### src/rtl/mul_fixed_acc.sv
// Block accumulator behind the constant-coefficient multiplier: sums up to NUM
// unsigned products, then holds the block sum on a valid/ready output until taken.
module mul_fixed_acc #(
    parameter int WIDTH = 8,
    parameter int NUM   = 4,
    parameter int GUARD = 2
) (
    input  logic                         clk,
    input  logic                         rst,
    input  logic                         in_valid,
    output logic                         in_ready,
    input  logic [2*WIDTH-1:0]           in_data,
    input  logic                         flush,
    output logic                         out_valid,
    input  logic                         out_ready,
    output logic [2*WIDTH+GUARD-1:0]     out_sum,
    output logic [$clog2(NUM+1)-1:0]     out_cnt
);

    localparam int SW = 2*WIDTH + GUARD;
    localparam int CW = $clog2(NUM+1);

    localparam logic [0:0] ST_ACC  = 1'b0;
    localparam logic [0:0] ST_HOLD = 1'b1;

    localparam logic [CW-1:0] CNT_LAST = CW'(NUM-1);

    logic [0:0]    r_state;
    logic [SW-1:0] r_acc;
    logic [CW-1:0] r_cnt;
    logic [SW-1:0] r_out_sum;
    logic [CW-1:0] r_out_cnt;

    logic          w_accept;
    logic          w_last;
    logic          w_flush_ok;
    logic          w_complete;
    logic [SW-1:0] w_ext;
    logic [SW-1:0] w_sum;
    logic [CW-1:0] w_cnt;

    // in_ready depends on state alone so upstream never sees a path from out_ready.
    assign in_ready  = (r_state == ST_ACC);
    assign out_valid = (r_state == ST_HOLD);
    assign out_sum   = r_out_sum;
    assign out_cnt   = r_out_cnt;

    assign w_accept   = in_valid && in_ready;
    assign w_last     = w_accept && (r_cnt == CNT_LAST);
    // An empty flush is dropped so no zero-sample block is ever emitted.
    assign w_flush_ok = flush && in_ready && ((r_cnt != '0) || w_accept);
    assign w_complete = w_last || w_flush_ok;
    assign w_ext      = {{GUARD{1'b0}}, in_data};
    assign w_sum      = r_acc + (w_accept ? w_ext : '0);
    assign w_cnt      = r_cnt + CW'(w_accept);

    always_ff @(posedge clk or posedge rst) begin
        if (rst) begin
            r_state   <= ST_ACC;
            r_acc     <= '0;
            r_cnt     <= '0;
            r_out_sum <= '0;
            r_out_cnt <= '0;
        end else begin
            case (r_state)
                ST_ACC: begin
                    if (w_complete) begin
                        r_out_sum <= w_sum;
                        r_out_cnt <= w_cnt;
                        r_acc     <= '0;
                        r_cnt     <= '0;
                        r_state   <= ST_HOLD;
                    end else if (w_accept) begin
                        r_acc <= w_sum;
                        r_cnt <= w_cnt;
                    end
                end
                ST_HOLD: begin
                    if (out_ready) begin
                        r_state <= ST_ACC;
                    end
                end
                default: r_state <= ST_ACC;
            endcase
        end
    end

endmodule

### config.mk
export PLATFORM = sky130hd
export DESIGN_NAME = mul_fixed_acc
export DESIGN_NICKNAME = d
export VERILOG_FILES = /design/src/rtl/mul_fixed_acc.sv
export SDC_FILE = /design/constraint.sdc
export NUM_CORES = 1
export LEC_CHECK = 0
export ABC_AREA = 1
export CAP_MARGIN = 30
export CORE_UTILIZATION = 54
export CTS_CLUSTER_SIZE = 12
export DETAILED_ROUTE_END_ITERATION = 16
export PLACE_DENSITY = 0.8
export SLEW_MARGIN = 20
export SYNTH_ARGS = -nofsm -noshare
export SYNTH_HDL_FRONTEND = slang
export SYNTH_SLANG_ARGS = --single-unit
### constraint.sdc
create_clock -name clk -period 3 [get_ports clk]
set_input_delay 0.3 -clock clk [delete_from_list [all_inputs] [get_ports clk]]
set_output_delay 0.3 -clock clk [all_outputs]
set_load 0.05 [all_outputs]
======== Yosys cells after proc, flatten, opt, wreduce, memory -nomap -nowiden ========
Cells that the tools add are included.
W data, S select, Z words.
word-level totals
  register bits ........................... 43
cells by class
  add/sub/neg operators ................... 2
  equal/unequal tests ..................... 1
  muxes and demuxes ....................... 8
  bitwise gates (word level) .............. 1
  reduce and logical (&&, ||, !) cells .... 10
operators with widths
  cell                  number
  $mux W18              2
  $add A18 B16 Y18      1
  $mux W16              1
  $mux W3               2
  $logic_and A1 B1 Y1   4
  $reduce_and A2 Y1     2
  $add A3 B1 Y3         1
  $eq A3 B2 Y1 const B  1
  $reduce_bool A3 Y1    1
  $logic_or A1 B1 Y1    2
  $mux W1               2
  $pmux W1 S2           1
  $reduce_bool A2 Y1    1
  $not A1 Y1            1

======== Depth between registers and ports, before layout ========
  depth in word-level cells ............... 7
  mapped depth ............................ 17
  mapped depth without buffers ............ 17

======== Least setup slack after synthesis ========
Ideal clock, no wire load.
  kind .................................... register -> register
  start ................................... register r_state (netlist: out_valid)
  end ..................................... register r_out_sum[16] (netlist: out_sum[16])
  library setup time ...................... 0.118 ns
  arrival ................................. 2.612 ns
  data required time ...................... 2.882 ns
  slack ................................... 0.270 ns
  stages on the path, launching flop included .. 16
  path buffers ............................ 1
  path through ............................ dfrtp_1 inv_2 nand2_8 clkbuf_1 nor2_1 ha_1 inv_1 fa_1 o21ai_1 nand2_1 nand2_1 nand2_1 nand2_1 nand2_1 nand3_1 nand2_1
on the way
  cells in the longest elaborated chain, start to end .. 6
  elaborated cells on any way between the ends .. 10
  those cells by class .................... 1 x add/sub; 1 x mux; 1 x bitwise; 7 x reduce/logical
ends and longest elaborated chain
  element                                                                   RTL line  text
  start: declaration                                                        28        logic [0:0] r_state;
  start signal: assignment                                                  59        r_state <= ST_ACC;
  start signal: assignment                                                  72        r_state <= ST_HOLD;
  start signal: assignment                                                  80        r_state <= ST_ACC;
  $not A1 Y1 (no line) *                                                    n/a
  named net in_ready                                                        11        output logic in_ready,
  parallel branches: the longest is 5 deep, another holds $add A18 B16 Y18  n/a
  end signal: assignment                                                    68        r_out_sum <= w_sum;
  end: declaration                                                          31        logic [SW-1:0] r_out_sum;
Mark *: on every way through the listed nets, which the timed path passes.
A chain may end at the register's enable or synchronous reset.

======== Final worst setup path ========
  start ................................... input port in_valid
  end ..................................... register r_out_sum[10] (netlist: out_sum[10])
on the way
  cells in the longest elaborated chain, start to end .. 5
  elaborated cells on any way between the ends .. 8
  those cells by class .................... 1 x add/sub; 1 x mux; 6 x reduce/logical
ends and longest elaborated chain
  element                                                                   RTL line  text
  start: declaration                                                        10        input logic in_valid,
  $logic_and A1 B1 Y1 *                                                     48        assign w_accept = in_valid && in_ready;
  parallel branches: the longest is 4 deep, another holds $add A18 B16 Y18  n/a
Every way passes the cells marked *.

==> impl_metrics.env <==
export IMPL_grt_overflow_total=0
export IMPL_synth_cells=388
export IMPL_drive_above_1_share=0.04619
export IMPL_reg2reg_to="out_sum[10]"
export IMPL_die_area_mm2=0.005466
export IMPL_grt_pass1_vias=2412
export IMPL_ctsRootBufferMaster="clkbuf_8"
export IMPL_synth_distinct_cells=28
export IMPL_ant_nets=0
export IMPL_cts_setup_buffers=0
export IMPL_fin_crit_ns=2.451
export IMPL_ys_seq_area_frac=0.3851
export IMPL_antenna_found_initial=0
export IMPL_rr_worst_depth=14
export IMPL_drc=0
export IMPL_ys_ff_latch=43
export IMPL_arrival_ns=2.64
export IMPL_ctsHoldBuffers=0
export IMPL_r2r_start="out_valid"
export IMPL_post_dp_hpwl_um=4396
export IMPL_tightest_slew_ns=0.5429
export IMPL_r2r_slack_ns=0.61
export IMPL_setup_violations=0
export IMPL_first_pass_iters=4
export IMPL_fin_setup_tns_ns=0
export IMPL_layout_common_cells="147 x nand2_1, 54 x inv_1, 43 x clkdlybuf4s50_1, 43 x dfrtp_1, 31 x nand3_1"
export IMPL_path_max_fanout=19
export IMPL_postLayoutCoreUtil=0.6932
export IMPL_num_vias=2511
export IMPL_hp_class="in -> async"
export IMPL_max_vdd_ir_drop_uv=457.4
export IMPL_critical_path_class="in -> reg"
export IMPL_fmax_ghz=0.4080
export IMPL_synthFlopType="dfrtp_1"
export IMPL_die_h_um=73.93
export IMPL_maxCapViolations=0
export IMPL_cts_buffers=5
export IMPL_hold_viol=0
export IMPL_async_flop_share=1.000
export IMPL_htreeDepth=2
export IMPL_layout_commonest_cell="nand2_1"
export IMPL_required_ns=3.19
export IMPL_synth_area_mm2=0.002794
export IMPL_status="finished, final reports clean"
export IMPL_portBuffers=43
export IMPL_slowest_stage="clkdlybuf4s50_1"
export IMPL_syn_to_final_growth_pct=20.29
export IMPL_wl_per_cell_um=12.35
export IMPL_synth_edf_count=0
export IMPL_worstSetupStartpointType="input port"
export IMPL_initial_utilization=0.5763
export IMPL_p_per_area_mw_per_mm2=893.1
export IMPL_leakagePower_nw=1.896
export IMPL_cts_tree="done"
export IMPL_max_stage_delay_ns=0.57
export IMPL_via_per_inst=5.022
export IMPL_final_nets=472
export IMPL_syn_area_per_cell_um2=7.201
export IMPL_slew_violations=0
export IMPL_synthesis_nets=428
export IMPL_cts_clk_slew_worst_paths_ns=0.09
export IMPL_ctsResizeCount=0
export IMPL_period_share=0.8171
export IMPL_clock_path_buffers=2
export IMPL_yosys_warnings=0
export IMPL_clk_insertion_delay_late_ns=0.30
export IMPL_numClockSinks=43
export IMPL_routabilityCongestion=0.9145
export IMPL_slew_headroom=0.6381
export IMPL_drtIter0Drc=182
export IMPL_endpoint_kind="flip-flop"
export IMPL_grt_pass1_wl_um=10360
export IMPL_totalWireLength_um=6177
export IMPL_grt_start_max_net_pins=44
export IMPL_rows=25
export IMPL_die_x_um=73.93
export IMPL_crit_top_cell="nand2_1"
export IMPL_coreArea_mm2=0.004848
export IMPL_grt_total_usage=0.2497
export IMPL_path_cells="clkdlybuf4s50_1 > nand2_8 > nor2_1 > ha_1 > inv_1 > fa_1 > o21ai_1 > nand2_1 > nand2_1 > nand2_1 > nand2_1 > nand2_1 > nand3_1 > nand2_1"
export IMPL_n_antenna_cell=0
export IMPL_io_pins=44
export IMPL_fin_worst_skew_ns=0.01435
export IMPL_fill_cells=425
export IMPL_rsz0062_at_grt="no"
## routing by layer
layer  part of all wire  vias to the layer above  GRT usage
li1                   -                     1287          -
met1               0.45                     1151     0.3007
met2               0.49                       65     0.4404
met3              0.049                        8    0.04336
met4              0.015                        0     0.1047
met5                  0                        -          0
## area by class of cell
class / instances / area (µm²) / share of cell area
inverters: 59 / 226.5 / 0.06739
well taps: 67 / 83.83 / 0.02494
clock buffers: 5 / 68.82 / 0.02048
clock inverters: 3 / 43.79 / 0.01303
multi-input cells: 279 / 1424 / 0.4237
repair buffers: 44 / 437.9 / 0.1303
flip-flops and latches: 43 / 1076 / 0.3202
## cell usage after synthesis (2+ instances only)
library cell | instances | area share
nand3b_1 | 3 | 0.0081
ha_1 | 18 | 0.081
o21ai_0 | 9 | 0.016
o22ai_1 | 4 | 0.0090
inv_1 | 54 | 0.073
xor2_1 | 5 | 0.016
inv_2 | 3 | 0.0040
xnor2_1 | 3 | 0.0094
buf_6 | 5 | 0.020
nor2_1 | 25 | 0.034
nor3_1 | 2 | 0.0036
nand2_1 | 147 | 0.20
o21ai_1 | 6 | 0.011
dfrtp_1 | 43 | 0.39
a21oi_1 | 16 | 0.029
inv_4 | 2 | 0.0045
nand3_1 | 31 | 0.056
nand2_4 | 2 | 0.0081
## state kept, by name, summed over array words and instances (netlist names)
name and count:
out_sum 18, r_acc 18, out_cnt 3, r_cnt 3
out_valid 1
## metrics by stage
step / power (mW) / area [µm²] / setup slack (ns) / hold WS (ns) / instances
2_1_floorplan: 2.137 / 2794 / 0.2699 / 0.3806 / 388
5_1_grt: 3.221 / 3361 / 0.3735 / 0.5016 / 500
3_3_place_gp: 2.517 / 3248 / 0.3320 / 0.4630 / 492
6_report: 3.001 / 3361 / 0.5488 / 0.4331 / 500
3_5_place_dp: 2.553 / 3248 / 0.2174 / 0.4663 / 492
4_1_cts: 3.023 / 3361 / 0.5304 / 0.4569 / 500
## critical path: cells and delay by family
kind / cells / cell delay, ns
AOI/OAI and AO/OA: 1 / 0.27
adders and majority gates: 2 / 0.58
buffers and inverters: 2 / 0.63
and+or+nand+nor: 9 / 0.84
## cell families after synthesis
group | Yosys count | synth area share
buffers and inverters | 66 | 0.1052
AOI/OAI and AO/OA | 36 | 0.06717
DFF | 43 | 0.3851
adders and majority gates | 19 | 0.08778
xor gates and xnor gates | 8 | 0.02508
and+or+nand+nor | 216 | 0.3296
## report_power, final
group	internal, mW	switching (mW)	leakage, nW
Combinational	0.532	1.13	1.27
Clock	0.248	0.211	0.0581
Sequential	0.774	0.110	0.569
## worst max-delay path by stage
stage               from           to  slack (ns)  depth (start not counted)
3_5_place_dp    in_valid  out_sum[14]        0.22                         14
6_report        in_valid  out_sum[10]        0.55                         14
4_1_cts         in_valid  out_sum[10]        0.53                         14
2_1_floorplan  out_valid  out_sum[16]        0.27                         15
5_1_grt         in_valid  out_sum[14]        0.37                         14
3_3_place_gp    in_valid  out_sum[14]        0.33                         14
Note: power is estimated with default switching activity, not from simulation.
